[config.mk]
export PLATFORM = sky130hd
export DESIGN_NAME = filt_cic_int
export DESIGN_NICKNAME = d
export VERILOG_FILES = /design/src/rtl/filt_cic_pkg.sv /design/src/rtl/dff.sv /design/src/rtl/filt_cic_ring_cnt.sv /design/src/rtl/shift_register.sv /design/src/rtl/filt_cic_int.sv
export SDC_FILE = /design/constraint.sdc
export NUM_CORES = 1
export LEC_CHECK = 0
export ABC_CLOCK_PERIOD_IN_PS = 10100
export CAP_MARGIN = 15
export CORE_MARGIN = 4
export CORE_UTILIZATION = 41
export DETAILED_ROUTE_END_ITERATION = 8
export DONT_BUFFER_PORTS = 1
export PLACE_DENSITY = 0.63
export SYNTH_ARGS = -nofsm -noshare
export SYNTH_HDL_FRONTEND = slang
export SYNTH_SLANG_ARGS = --single-unit
[constraint.sdc]
create_clock -name i_clk -period 10.1 [get_ports i_clk]
set_clock_uncertainty 0.15 [all_clocks]
set_input_delay 0.505 -clock i_clk [delete_from_list [all_inputs] [get_ports i_clk]]
set_output_delay 0.505 -clock i_clk [all_outputs]
set_load 0.03 [all_outputs]
[src/rtl/filt_cic_pkg.sv]
// Shared definitions for the CIC decimator/interpolator family.
//   f_cic_width  : internal/output width that makes the CIC arithmetic
//                  lossless under modulo wrap-around.
//   f_ring_width : width of the one-hot low-rate phase ring counter.
package filt_cic_pkg;

  // Ring width used when a counter is instantiated without an explicit width.
  localparam int unsigned lp_ring_width_dflt = 4;

  function automatic int f_cic_width(int inp_width, int order, int factor, int diff_delay);
    return inp_width + order * $clog2(factor * diff_delay);
  endfunction

  // One bit per high-rate phase within a low-rate period.
  function automatic int f_ring_width(int factor);
    return factor;
  endfunction

endpackage

[src/rtl/dff.sv]
// Enabled D flip-flop bank with asynchronous active-low clear.
//   i_clk    : clock
//   i_rst_an : asynchronous reset, active-low (clears to 0)
//   i_ena    : capture enable
//   i_d      : data in
//   o_q      : registered data out
module dff #(
  parameter int unsigned gp_width = 1
) (
  input  logic                i_clk,
  input  logic                i_rst_an,
  input  logic                i_ena,
  input  logic [gp_width-1:0] i_d,
  output logic [gp_width-1:0] o_q
);

  always_ff @(posedge i_clk or negedge i_rst_an) begin
    if (!i_rst_an) begin
      o_q <= '0;
    end else if (i_ena) begin
      o_q <= i_d;
    end
  end

endmodule

[src/rtl/filt_cic_ring_cnt.sv]
// One-hot ring counter and low-rate strobe select for the CIC filters.
// The counter starts at zero, seeds bit 0 on its first enabled cycle and
// then rotates left once per enabled cycle; the strobe is the selected
// ring bit qualified by the enable.
//   i_clk    : clock
//   i_rst_an : asynchronous reset, active-low
//   i_ena    : high-rate clock enable
//   o_strobe : combinational low-rate strobe, r_count_q[gp_phase] & i_ena
module filt_cic_ring_cnt
  import filt_cic_pkg::*;
#(
  parameter int unsigned gp_width = lp_ring_width_dflt,
  parameter int unsigned gp_phase = 0
) (
  input  logic i_clk,
  input  logic i_rst_an,
  input  logic i_ena,
  output logic o_strobe
);

  localparam logic [gp_width-1:0] lp_seed = {{(gp_width-1){1'b0}}, 1'b1};

  logic [gp_width-1:0] r_count_q;
  logic [gp_width-1:0] r_count_d;

  always_comb begin
    r_count_d = r_count_q;
    if (i_ena) begin
      if (r_count_q == '0) begin
        r_count_d = lp_seed;
      end else begin
        r_count_d = {r_count_q[gp_width-2:0], r_count_q[gp_width-1]};
      end
    end
  end

  always_ff @(posedge i_clk or negedge i_rst_an) begin
    if (!i_rst_an) begin
      r_count_q <= '0;
    end else begin
      r_count_q <= r_count_d;
    end
  end

  assign o_strobe = r_count_q[gp_phase] & i_ena;

endmodule

[src/rtl/shift_register.sv]
// Enabled delay line of gp_depth stages with asynchronous active-low clear.
//   i_clk    : clock
//   i_rst_an : asynchronous reset, active-low (clears every stage)
//   i_ena    : shift enable
//   i_d      : data into stage 0
//   o_q      : output of the last stage (i_d delayed by gp_depth enables)
module shift_register #(
  parameter int unsigned gp_width = 1,
  parameter int unsigned gp_depth = 1
) (
  input  logic                i_clk,
  input  logic                i_rst_an,
  input  logic                i_ena,
  input  logic [gp_width-1:0] i_d,
  output logic [gp_width-1:0] o_q
);

  logic [gp_width-1:0] r_sr_q [gp_depth];

  always_ff @(posedge i_clk or negedge i_rst_an) begin
    if (!i_rst_an) begin
      for (int unsigned i = 0; i < gp_depth; i++) begin
        r_sr_q[i] <= '0;
      end
    end else if (i_ena) begin
      r_sr_q[0] <= i_d;
      for (int unsigned i = 1; i < gp_depth; i++) begin
        r_sr_q[i] <= r_sr_q[i-1];
      end
    end
  end

  assign o_q = r_sr_q[gp_depth-1];

endmodule

[src/rtl/filt_cic_int.sv]
// CIC interpolator: N comb stages at the low rate, zero-stuffing upsampler,
// N integrator stages at the high rate. One sample is pulled from upstream
// (o_req) every gp_interpolation_factor enabled clocks; one output sample is
// produced per enabled clock. All arithmetic wraps modulo 2^gp_oup_width.
//   i_clk    : clock
//   i_rst_an : asynchronous reset, active-low
//   i_ena    : high-rate clock enable; all state holds while low
//   i_data   : signed low-rate sample, taken only when o_req = 1
//   o_req    : combinational pull strobe (ring bit gp_phase & i_ena)
//   o_data   : signed high-rate sample, registered
//   o_vld    : registered, high after each enabled edge carrying live data
module filt_cic_int
  import filt_cic_pkg::*;
#(
  parameter int gp_interpolation_factor = 4,
  parameter int gp_order                = 3,
  parameter int gp_diff_delay           = 1,
  parameter int gp_phase                = 0,
  parameter int gp_inp_width            = 8,
  parameter int gp_oup_width            = f_cic_width(gp_inp_width, gp_order,
                                                      gp_interpolation_factor, gp_diff_delay)
) (
  input  logic                    i_clk,
  input  logic                    i_rst_an,
  input  logic                    i_ena,
  input  logic [gp_inp_width-1:0] i_data,
  output logic                    o_req,
  output logic [gp_oup_width-1:0] o_data,
  output logic                    o_vld
);

  localparam int          lp_w      = gp_oup_width;
  localparam int unsigned lp_n      = unsigned'(gp_order);
  localparam int unsigned lp_ring_w = unsigned'(f_ring_width(gp_interpolation_factor));

  // ---------------------------------------------------------------- strobe
  logic w_req;

  filt_cic_ring_cnt #(
    .gp_width (lp_ring_w),
    .gp_phase (unsigned'(gp_phase))
  ) u_ring_cnt (
    .i_clk    (i_clk),
    .i_rst_an (i_rst_an),
    .i_ena    (i_ena),
    .o_strobe (w_req)
  );

  assign o_req = w_req;

  // ------------------------------------------------------------ comb section
  logic [lp_w-1:0] w_comb_in  [lp_n];
  logic [lp_w-1:0] w_comb_dly [lp_n];
  logic [lp_w-1:0] w_comb_acc;

  // Running difference kept in one variable so the combinational stage
  // chain is a single ordered block rather than a self-referencing array.
  always_comb begin
    w_comb_acc = {{(lp_w-gp_inp_width){i_data[gp_inp_width-1]}}, i_data};
    for (int unsigned i = 0; i < lp_n; i++) begin
      w_comb_in[i] = w_comb_acc;
      w_comb_acc   = w_comb_acc - w_comb_dly[i];
    end
  end

  for (genvar g = 0; g < gp_order; g++) begin : g_comb
    shift_register #(
      .gp_width (lp_w),
      .gp_depth (unsigned'(gp_diff_delay))
    ) u_comb_dly (
      .i_clk    (i_clk),
      .i_rst_an (i_rst_an),
      .i_ena    (w_req),
      .i_d      (w_comb_in[g]),
      .o_q      (w_comb_dly[g])
    );
  end

  // --------------------------------------------------------------- upsampler
  logic [lp_w-1:0] r_up_q;
  logic [lp_w-1:0] r_up_d;
  logic            r_stuff_q;
  logic            r_stuff_d;

  always_comb begin
    r_up_d    = r_up_q;
    r_stuff_d = r_stuff_q;
    if (w_req) begin
      r_up_d    = w_comb_acc;
      r_stuff_d = 1'b1;
    end else if (i_ena) begin
      r_stuff_d = 1'b0;
    end
  end

  always_ff @(posedge i_clk or negedge i_rst_an) begin
    if (!i_rst_an) begin
      r_up_q    <= '0;
      r_stuff_q <= 1'b0;
    end else begin
      r_up_q    <= r_up_d;
      r_stuff_q <= r_stuff_d;
    end
  end

  // ------------------------------------------------------ integrator section
  logic [lp_w-1:0] w_int_add [lp_n];
  logic [lp_w-1:0] r_int_dly [lp_n];
  logic [lp_w-1:0] w_int_acc;

  // Each stage adds its own state to the previous stage's sum in the same
  // cycle; the accumulator variable carries the chain.
  always_comb begin
    w_int_acc = r_stuff_q ? r_up_q : '0;
    for (int unsigned i = 0; i < lp_n; i++) begin
      w_int_acc    = w_int_acc + r_int_dly[i];
      w_int_add[i] = w_int_acc;
    end
  end

  for (genvar g = 0; g < gp_order; g++) begin : g_int
    dff #(
      .gp_width (lp_w)
    ) u_int_dly (
      .i_clk    (i_clk),
      .i_rst_an (i_rst_an),
      .i_ena    (i_ena),
      .i_d      (w_int_add[g]),
      .o_q      (r_int_dly[g])
    );
  end

  assign o_data = r_int_dly[lp_n-1];

  // ---------------------------------------------------------- valid tracking
  logic r_run_q;
  logic r_run_d;
  logic r_vld_q;
  logic r_vld_d;

  // Valid follows the next-state run flag, so the edge that first
  // integrates a stuffed sample already reports its output as valid.
  always_comb begin
    r_run_d = r_run_q | (i_ena & r_stuff_q);
    r_vld_d = i_ena & r_run_d;
  end

  always_ff @(posedge i_clk or negedge i_rst_an) begin
    if (!i_rst_an) begin
      r_run_q <= 1'b0;
      r_vld_q <= 1'b0;
    end else begin
      r_run_q <= r_run_d;
      r_vld_q <= r_vld_d;
    end
  end

  assign o_vld = r_vld_q;

endmodule
==> flow_summary_export.csv, run 1 <==
group,metric,value,unit
sta,setup_violations,0,
cts,ctsResizeCount,0,
synthesis,synth.distinct_cells,53,
worst_setup_path,critical_path_depth,21,
worst_setup_path,critical_path.top_delay_family,"compound AO/OA/AOI/OAI gates",
placement,hpwl,8.50,mm
worst_setup_path,critical_path_arrival,5840,ps
sta,hold_violations,0,
synthesis,syn_avg_cell_area,9.45,µm²
worst_setup_path,critPathMaxStageDelay,520,ps
job,maxCapViolCount,0,
placement,placed_cells,883,
die,core,0.0154,mm²
sta,rsz0062_at_grt,"false",
global_routing,grt-ovfl-total,0,
cts,cts_setup_buffers,0,
synthesis,ys_ff_latch,94,
sta,setup_slack,4380,ps
synthesis,synth_seq_area_share,36.3,%
cts,cts_tree,"yes",
route,drt_iter0_drc,174,
synthesis,synth_edf_count,0,
route,dr.pass1.iters,4,
global_routing,grtUsageTotal,14.1,%
die,die_h,134,µm
die,die_area,0.0179,mm²
worst_setup_path,cp-end-kind,"flip-flop",
worst_setup_path,crit_type,"flip-flop to flip-flop",
worst_setup_path,cp-endpoint,"g_int[2].u_int_dly.o_q[13]",
route,vias_per_cell,5.06,
synthesis,postSynthCellCount,687,
placement,numPortBuffers,0,
cts,numCtsBuffers,9,
sta,tns,0,ps
cts,clock_latency,350,ps
synthesis,syn-num-nets,777,
global_routing,grt_pass1_wl,20.9,mm
placement,place_congestion,0.882,
sta,period_share,56.6,%
sta,tightest_slew,997,ps
worst_setup_path,rrSetupSlack,4380,ps
die,dieWidth,134,µm
sta,fmax,175,MHz
synthesis,syn_area,0.00649,mm²
worst_setup_path,crit_fanout,16,
route,vias,4557,
sta,post-route-min-period,5720,ps
synthesis,synth_flop_cell,"dfrtp_1",
cells_and_area,fin_cells,900,
worst_setup_path,rr_worst_depth,21,
die,num_rows,45,
global_routing,grt_pass1_vias,4719,
cts,cts_sinks,94,
sta,slew_headroom,33.5,%
run_status,status,"finished, final reports clean",
route,remaining_drc_errors,0,
synthesis,synth_common_cells,"94 x dfrtp_1, 73 x ha_1, 66 x nand2_1",
worst_setup_path,crit_path_cell_trace,"and2_1, ha_1, fa_1, a21o_1, a21oi_1, o21bai_1, a21oi_1, xnor2_1, ha_1, or4_1, o22ai_1, xnor2_1, ha_1, nand3_1, a21o_1, o31ai_2, o41ai_2, mux2_4, or3_1, mux2i_1, xor2_1",
cells_and_area,synthToLayoutAreaGrowth,8.43,%
worst_setup_path,startpoint_type,"flip-flop",
route,drtAntennaViolNets,0,
die,start_util,42.2,%
cts,cts.path.max_buffers,2,
cts,cts_max_level,3,
route,wl_per_cell,12.9,µm
synthesis,synthArstFlopShare,100,%
sta,maxSlewViolCount,0,
cells_and_area,antenna_cells,0,
worst_setup_path,path_buf_inv,0,
cts,postCtsHoldBufs,2,
worst_setup_path,r2r_start,"r_stuff_q",
worst_setup_path,crit_top_cell,"ha_1",
placement,dp_slack,4380,ps
synthesis,synth_most_common_cell,"dfrtp_1",
die,ios,27,
synthesis,synth.top_cell.area_share,36.3,%
cells_and_area,drive_gt1_share,9.58,%
worst_setup_path,worstPathRequired,10230,ps
global_routing,antenna_found_initial,0,
cells_and_area,nets,775,
sta,hold_slack,98.7,ps
synthesis,ys_warn_count,0,
cts,cts_root_buf,"clkbuf_16",
worst_setup_path,startpoint,"r_stuff_q",
global_routing,grt_start_max_net_pins,95,
synthesis,yosys-top-cells-area,"dfrtp_1 36%, ha_1 14%, mux2_2 6.2%",
worst_setup_path,crit_path_top_delay_cell,"or4_1",
route,wl,11.6,mm
worst_setup_path,r2r-end,"g_int[2].u_int_dly.o_q[13]",
synthesis,yosysTopAreaCell,"dfrtp_1",
cts,clk_pin_slew_worst_paths,60,ps
min_path,hold_path_class,"input pin to flip-flop",
[through the flow]
step                      instance area (µm²)  util [%]
after floorplan                          6490         -
after global placement                   6700      43.6
after detailed placement                 6700      43.6
after CTS                                7040      45.8
after global routing                     7040      45.8
final                                    7040      45.8
[worst reg2reg max path, stage by stage, from the launching register on]
cell and delay, ps:
dfrtp_1 500, and2_1 200, ha_1 230, fa_1 440
a21o_1 200, a21oi_1 210, o21bai_1 120, a21oi_1 230
xnor2_1 120, ha_1 240, or4_1 520, o22ai_1 270
xnor2_1 200, ha_1 340, nand3_1 110, a21o_1 100
o31ai_2 80, o41ai_2 440, mux2_4 340, or3_1 300
mux2i_1 170, xor2_1 150
[cell usage in the layout (no fill, tap or decap), drive strengths merged, types with 4 or more instances in the layout]
master | synthesis | final
a21o | 20 | 20
fa | 6 | 6
nand2b | 5 | 5
o21ai | 59 | 59
xnor2 | 36 | 36
a21boi | 5 | 5
nand4 | 4 | 4
o21a | 12 | 12
nor2 | 46 | 46
nor2b | 12 | 12
and2 | 14 | 14
o211ai | 5 | 5
inv | 58 | 59
dfrtp | 94 | 94
a21oi | 46 | 46
nand2 | 67 | 67
nand3 | 6 | 6
clkbuf | 8 | 10
mux2 | 37 | 37
xor2 | 18 | 18
o21bai | 7 | 7
ha | 73 | 73
nand4b | 4 | 4
o31a | 4 | 4
[worst min path at each step]
stage / depth (start not counted) / startpoint / slack (ps) / to
detailed placement: 0 / i_rst_an / 60 / g_int[2].u_int_dly.o_q[1]
CTS: 1 / i_ena / 80 / g_int[2].u_int_dly.o_q[2]
finish: 1 / i_ena / 100 / g_int[1].u_int_dly.o_q[1]
global route: 1 / i_ena / 80 / g_int[1].u_int_dly.o_q[1]
global placement: 0 / i_rst_an / 60 / g_int[2].u_int_dly.o_q[1]
floorplan: 0 / i_rst_an / 60 / g_comb[0].u_comb_dly.o_q[0]
[cells by family (layout without fill, tap and decap cells)]
logic type / after synthesis / in the layout / synth area share (%)
compound gates: 176 / 176 / 17.0
xor+xnor: 55 / 55 / 7.64
fa+ha+maj: 79 / 79 / 15.9
buf+inv: 75 / 77 / 4.34
flops: 94 / 94 / 36.3
mux: 38 / 38 / 6.63
simple gates: 170 / 170 / 12.2
[routing by layer]
| layer | track usage [%] | up-vias | wire length [µm] |
|---|---|---|---|
| li1 | - | 2370 | - |
| met3 | 4.54 | 12 | 418 |
| met4 | 4.74 | 0 | 161 |
| met5 | 0 | - | 0 |
| met1 | 16.7 | 2129 | 5360 |
| met2 | 24.4 | 46 | 5690 |
[final cells by class]
class	instances	area [µm²]
clock buffers	10	239
inverters	59	221
fillers	1474	8340
well taps	211	264
clock inverters	5	58.8
multi-input cells	518	3850
flip-flops and latches	94	2350
repair buffers	3	45.0
[sequential cells by signal, summed over array words and instances, names as in the netlist]
name	flops
g_comb.u_comb_dly.o_q	31
r_stuff_q	1
o_vld	1
r_up_q	14
u_ring_cnt.r_count_q	4
r_run_q	1
g_int.u_int_dly.o_q	42
Power of run 1 is not shown: default switching activity piles up to over one toggle a cycle in this logic, so the estimate is an artifact.
==> run 2: changes to the inputs <==
--- a/config.mk
+++ b/config.mk
@@ -5,7 +5,8 @@
 export SDC_FILE = /design/constraint.sdc
 export NUM_CORES = 1
 export LEC_CHECK = 0
-export ABC_CLOCK_PERIOD_IN_PS = 10100
+export ABC_AREA = 1
+export ABC_CLOCK_PERIOD_IN_PS = 5700
 export CAP_MARGIN = 15
 export CORE_MARGIN = 4
 export CORE_UTILIZATION = 41
==> constraint.sdc (replaced) <==
create_clock -name i_clk -period 5.7 [get_ports i_clk]
set_clock_uncertainty 0.15 [all_clocks]
set_input_delay 0.285 -clock i_clk [delete_from_list [all_inputs] [get_ports i_clk]]
set_output_delay 0.285 -clock i_clk [all_outputs]
set_load 0.03 [all_outputs]
==> run 2 against run 1 <==
  * Flip-flop and latch count is the same
  * Final cell count grew 24%
  * Critical path depth grew 6
  * Area after synthesis grew 3.9%
  * Synthesized cell count grew 30%
  * Core utilization grew 0.29 points
  * Critical path type unchanged
  * Critical endpoint unchanged
  * Highest routed layer unchanged
==> flow_summary_export.csv, run 2 <==
group,metric,value,unit
sta,period_share,84.3,%
sta,maxSlewViolCount,0,
cells_and_area,drive_gt1_share,3.78,%
cts,clock_latency,360,ps
route,wl,12.9,mm
cells_and_area,synthToLayoutAreaGrowth,9.32,%
worst_setup_path,critPathMaxStageDelay,530,ps
cells_and_area,fillers,1680,
worst_setup_path,rrSetupSlack,890,ps
placement,hpwl,9.46,mm
synthesis,synth_most_common_cell,"nand2_1",
cells_and_area,nets,985,
worst_setup_path,startpoint_type,"flip-flop",
sta,rsz0062_at_grt,"false",
route,dr.pass1.iters,4,
synthesis,syn-num-nets,980,
synthesis,yosys-top-cells-area,"dfrtp_1 35%, nand2_1 14%, ha_1 14%",
route,vias,5410,
die,num_rows,46,
die,die_area,0.0186,mm²
die,dieWidth,136,µm
sta,post-route-min-period,4810,ps
sta,hold_violations,0,
synthesis,synth_edf_count,0,
synthesis,postSynthCellCount,890,
route,wl_per_cell,11.6,µm
job,maxCapViolCount,0,
cells_and_area,largest_reg_flops,42,
route,drtAntennaViolNets,0,
worst_setup_path,crit_top_cell,"nand2_1",
global_routing,grt_pass1_vias,5513,
cells_and_area,top_register,"g_int.u_int_dly.o_q",
sta,fmax,208,MHz
global_routing,grt_pass1_wl,23.8,mm
sta,setup_violations,0,
die,start_util,42.1,%
min_path,hold_path_class,"input pin to flip-flop",
synthesis,synth.top_cell.area_share,34.9,%
die,ios,27,
cells_and_area,layout_common_cells,"250 x nand2_1, 125 x inv_1, 94 x dfrtp_1",
global_routing,grt_start_max_net_pins,95,
worst_setup_path,crit_type,"flip-flop to flip-flop",
worst_setup_path,critical_path_arrival,4950,ps
synthesis,yosysTopAreaCell,"dfrtp_1",
cells_and_area,final_core_util,46.1,%
cells_and_area,multi_input_area,0.00384,mm²
cts,cts_tree,"yes",
worst_setup_path,crit_fanout,15,
synthesis,synth_common_cells,"250 x nand2_1, 125 x inv_1, 94 x dfrtp_1",
global_routing,antenna_found_initial,0,
cells_and_area,fin_cells,1115,
global_routing,grtUsageTotal,15.7,%
cts,clk_pin_slew_worst_paths,70,ps
sta,tns,0,ps
cts,cts_max_level,3,
worst_setup_path,critical_path.top_delay_family,"simple AND/OR/NAND/NOR gates",
route,vias_per_cell,4.85,
placement,placed_cells,1089,
synthesis,synth_seq_area_share,34.9,%
placement,place_congestion,0.952,
synthesis,syn_avg_cell_area,7.57,µm²
synthesis,syn_area,0.00674,mm²
cells_and_area,reg_top3,"g_int.u_int_dly.o_q x42, g_comb.u_comb_dly.o_q x31, r_up_q x14",
route,drt_iter0_drc,295,
die,die_h,136,µm
run_status,status,"finished, final reports clean",
sta,tightest_slew,563,ps
cells_and_area,antenna_cells,0,
cells_and_area,seq_area,0.00235,mm²
synthesis,synth_flop_cell,"dfrtp_1",
worst_setup_path,crit_path_top_delay_cell,"dfrtp_1",
cts,cts.path.max_buffers,2,
worst_setup_path,worstPathRequired,5840,ps
synthesis,synth.distinct_cells,34,
route,remaining_drc_errors,0,
die,core,0.0160,mm²
sta,setup_slack,893,ps
sta,slew_headroom,62.1,%
synthesis,ys_ff_latch,94,
cells_and_area,final_common_cell,"nand2_1",
cts,cts_sinks,94,
worst_setup_path,cp-end-kind,"flip-flop",
worst_setup_path,path_buf_inv,3,
placement,numPortBuffers,0,
synthesis,synthArstFlopShare,100,%
cts,cts_setup_buffers,0,
cts,numCtsBuffers,9,
placement,dp_slack,889,ps
cts,cts_root_buf,"clkbuf_16",
global_routing,grt-ovfl-total,0,
synthesis,ys_warn_count,0,
==> run 2: worst reg2reg max path, stage by stage (launching register included) <==
cell,delay [ps]
dfrtp_1,530
nand2_1,130
inv_1,50
ha_1,200
fa_1,420
a21oi_1,170
o21bai_1,140
a21oi_1,240
o21bai_1,100
or2_2,270
nand2_1,70
inv_1,60
ha_1,310
nand2_1,70
nor2_1,160
nand4_1,160
nand3_1,130
xor2_1,100
ha_1,300
inv_1,60
nor3_1,260
o21ai_0,160
nand3b_1,110
nor2_1,50
nand3b_1,170
nand3_1,80
nand2_1,50
nand2_1,60
==> run 2: path summary, 6_finish.rpt <==
kind,startpoint,endpoint,depth (start not counted)
max reg2reg,r_stuff_q,g_int[2].u_int_dly.o_q[13],27
min in group asynchronous,i_rst_an,g_int[2].u_int_dly.o_q[0],2
min reg2reg,r_run_q,r_run_q,2
max,r_stuff_q,g_int[2].u_int_dly.o_q[13],27
max in group asynchronous,i_rst_an,g_int[1].u_int_dly.o_q[13],2
min,i_ena,g_int[2].u_int_dly.o_q[1],3
==> run 2: through the flow <==
| stage | hold WS [ps] | cell area (µm²) |
|---|---|---|
| 2_1_floorplan | -161 | 6740 |
| 3_3_place_gp | -158 | 6960 |
| 3_5_place_dp | -158 | 6960 |
| 4_1_cts | 77.0 | 7370 |
| 5_1_grt | 99.1 | 7370 |
| 6_report | 89.7 | 7370 |
==> run 2: layout make-up <==
cell class | count | share of cell area [%]
clock buffers | 11 | 3.29
clock inverters | 4 | 0.424
inverters | 127 | 6.47
multi-input cells | 649 | 52.1
flip-flops and latches | 94 | 31.9
well taps | 216 | 3.67
repair buffers | 14 | 2.17
==> run 2: cell families after synthesis <==
family / count (synthesis) / synth area share [%]
xor+xnor: 45 / 5.85
buf+inv: 147 / 8.20
flops: 94 / 34.9
fa+ha+maj: 79 / 15.3
simple gates: 349 / 21.3
compound gates: 176 / 14.4
==> run 2: what timing repair did <==
item,4_1_cts,5_1_grt
gates resized for setup,0,0
hold buffers,11,0
endpoints found under the hold margin,137,0
endpoints found under the setup margin,0,0
==> run 2: metal layers <==
metal | up-vias | part of all wire, % | track usage (%)
li1 | 2902 | - | -
met4 | 0 | 2.2 | 5.43
met3 | 23 | 3.2 | 4.03
met5 | - | 0 | 0
met2 | 62 | 48 | 28.1
met1 | 2423 | 46 | 18.2
Power of run 2 is left out for the same reason.
==> run 3: changes to the inputs <==
--- a/config.mk
+++ b/config.mk
@@ -6,13 +6,13 @@
 export NUM_CORES = 1
 export LEC_CHECK = 0
 export ABC_AREA = 1
-export ABC_CLOCK_PERIOD_IN_PS = 5700
+export ABC_CLOCK_PERIOD_IN_PS = 4300
 export CAP_MARGIN = 15
 export CORE_MARGIN = 4
 export CORE_UTILIZATION = 41
 export DETAILED_ROUTE_END_ITERATION = 8
 export DONT_BUFFER_PORTS = 1
-export PLACE_DENSITY = 0.63
+export PLACE_DENSITY = 0.65
 export SYNTH_ARGS = -nofsm -noshare
 export SYNTH_HDL_FRONTEND = slang
 export SYNTH_SLANG_ARGS = --single-unit
==> constraint.sdc (replaced) <==
create_clock -name i_clk -period 4.3 [get_ports i_clk]
set_clock_uncertainty 0.15 [all_clocks]
set_input_delay 0.215 -clock i_clk [delete_from_list [all_inputs] [get_ports i_clk]]
set_output_delay 0.215 -clock i_clk [all_outputs]
set_load 0.03 [all_outputs]
==> run 3 against run 2 <==
  * Worst hold slack worse by 58 ps
  * Non-clock buffer count rose by 27
  * Die area is the same
  * Setup slack got worse by 860 ps
  * Flip-flop and latch count unchanged
  * Core utilization grew 4.6 points
  * Critical path type unchanged
  * Critical endpoint unchanged
  * Largest cell class unchanged
  * Highest routed layer unchanged
==> flow_summary_export.csv, run 3 (same netlist as run 2, synthesis figures left out) <==
group,metric,value,unit
sta,maxSlewViolCount,0,
min_path,whs_path_depth,3,
sta,post-route-min-period,4270,ps
worst_setup_path,crit_type,"flip-flop to flip-flop",
worst_setup_path,startpoint,"r_stuff_q",
placement,place_congestion,0.957,
min_path,min_to,"g_comb[1].u_comb_dly.o_q[0]",
cells_and_area,largest_reg_flops,42,
global_routing,grt_pass1_vias,5610,
die,ios,27,
die,core,0.0160,mm²
worst_setup_path,r2r-end,"g_int[2].u_int_dly.o_q[13]",
route,drtAntennaViolNets,0,
cells_and_area,final_common_cell,"nand2_1",
route,vias,5643,
die,die_h,136,µm
min_path,hold_path_class,"input pin to flip-flop",
route,drt_iter0_drc,294,
worst_setup_path,critical_path_arrival,4410,ps
route,remaining_drc_errors,0,
worst_setup_path,crit_fanout,4,
placement,numPortBuffers,0,
route,wl_per_cell,12.6,µm
sta,tns,0,ps
sta,slew_headroom,65.7,%
global_routing,grt-ovfl-total,0,
worst_setup_path,worstPathRequired,4450,ps
route,vias_per_cell,4.94,
worst_setup_path,startpoint_type,"flip-flop",
cells_and_area,top_register,"g_int.u_int_dly.o_q",
die,num_rows,46,
run_status,status,"finished, final reports clean",
cts,numCtsBuffers,9,
cells_and_area,synthToLayoutAreaGrowth,20.2,%
cts,cts_tree,"yes",
route,dr.pass1.iters,5,
sta,setup_violations,0,
cts,clk_pin_slew_worst_paths,70,ps
cells_and_area,layout_common_cells,"243 x nand2_1, 119 x inv_1, 94 x dfrtp_1",
die,start_util,42.1,%
worst_setup_path,cp-end-kind,"flip-flop",
sta,period_share,99.2,%
global_routing,grtUsageTotal,16.5,%
sta,fmax,234,MHz
cts,cts_sinks,94,
placement,post_dp_cell_area,0.00705,mm²
cts,cts_root_buf,"clkbuf_16",
placement,hpwl,9.69,mm
cells_and_area,nets,1012,
global_routing,grt_start_max_net_pins,95,
cells_and_area,reg_top3,"g_int.u_int_dly.o_q x42, g_comb.u_comb_dly.o_q x31, r_up_q x14",
sta,rsz0062_at_grt,"true",
cells_and_area,design_area,0.00810,mm²
cells_and_area,drive_gt1_share,15.9,%
die,die_area,0.0186,mm²
global_routing,grt_pass1_wl,25.0,mm
global_routing,antenna_found_initial,0,
worst_setup_path,rr_worst_depth,27,
min_path,hold_start,"i_data[0]",
job,maxCapViolCount,0,
worst_setup_path,rrSetupSlack,30,ps
cells_and_area,antenna_cells,0,
cts,clock_latency,350,ps
sta,tightest_slew,514,ps
worst_setup_path,r2r_start,"r_stuff_q",
cts,cts.path.max_buffers,2,
route,wl,14.4,mm
die,dieWidth,136,µm
cts,cts_max_level,3,
sta,hold_violations,0,
run 3: cell types whose count changed in the layout (fill, tap and decap cells not counted), sizes merged:
cell      change
buf          +27
inv           -1
clkinvlp      +2
clkinv        -1
bufinv        +1
run 3: worst max-delay path, stage by stage, from the launching register on:
cell	delay, ps
dfrtp_1	390
nand2_1	80
inv_2	40
ha_4	150
fa_2	340
a21oi_2	190
o21bai_4	120
a21oi_2	210
o21bai_1	110
or2_4	240
nand2_4	80
inv_4	40
ha_4	280
nand2_4	50
nor2_2	130
nand4_1	170
nand3_1	170
xor2_2	100
ha_1	310
inv_2	50
nor3_2	180
o21ai_1	90
nand3b_1	100
nor2_2	40
nand3b_1	170
nand3_1	90
nand2_1	50
nand2_1	60
run 3: final cells by class:
cell class | instances | area, µm²
fill | 1584 | 7900
multi-input combinational | 649 | 4330
sequential | 94 | 2350
inverter | 127 | 479
timing repair buffer | 41 | 367
tap | 216 | 270
clock buffer | 11 | 243
clock inverter | 5 | 58.8
run 3: per-stage QoR:
step                      setup WS [ps]  instances  hold slack, ps  utilization (%)
final                              33.8       1143            31.4             50.6
after global routing               -233       1143            34.9             50.6
after CTS                          11.3       1130            18.8             47.2
after detailed placement          -87.8       1100            -227             44.1
after global placement             16.3       1100            -228             44.1
after floorplan                    20.6        890            -231                -
run 3: metal layers:
metal / share of wire (%) / global-route usage, %
met1: 45 / 20.0
met2: 49 / 28.1
met3: 3.2 / 4.11
met4: 2.3 / 6.49
met5: 0 / 0
run 3: worst max path at each step:
stage	to	cells after the start
floorplan	g_int[2].u_int_dly.o_q[13]	27
global placement	g_int[2].u_int_dly.o_q[10]	23
detailed placement	g_int[2].u_int_dly.o_q[13]	27
CTS	g_int[2].u_int_dly.o_q[12]	21
global route	g_int[2].u_int_dly.o_q[13]	26
finish	g_int[2].u_int_dly.o_q[13]	27
run 3: timing repair:
item | in CTS | in global routing
cloned | 0 | 0
pin swaps | 7 | 52
endpoints found under the setup margin | 2 | 14
setup buffers | 3 | 13
hold endpoints to repair | 139 | 0
resized for setup | 7 | 103
hold buffers | 11 | 0
Power of run 3 is left out for the same reason.
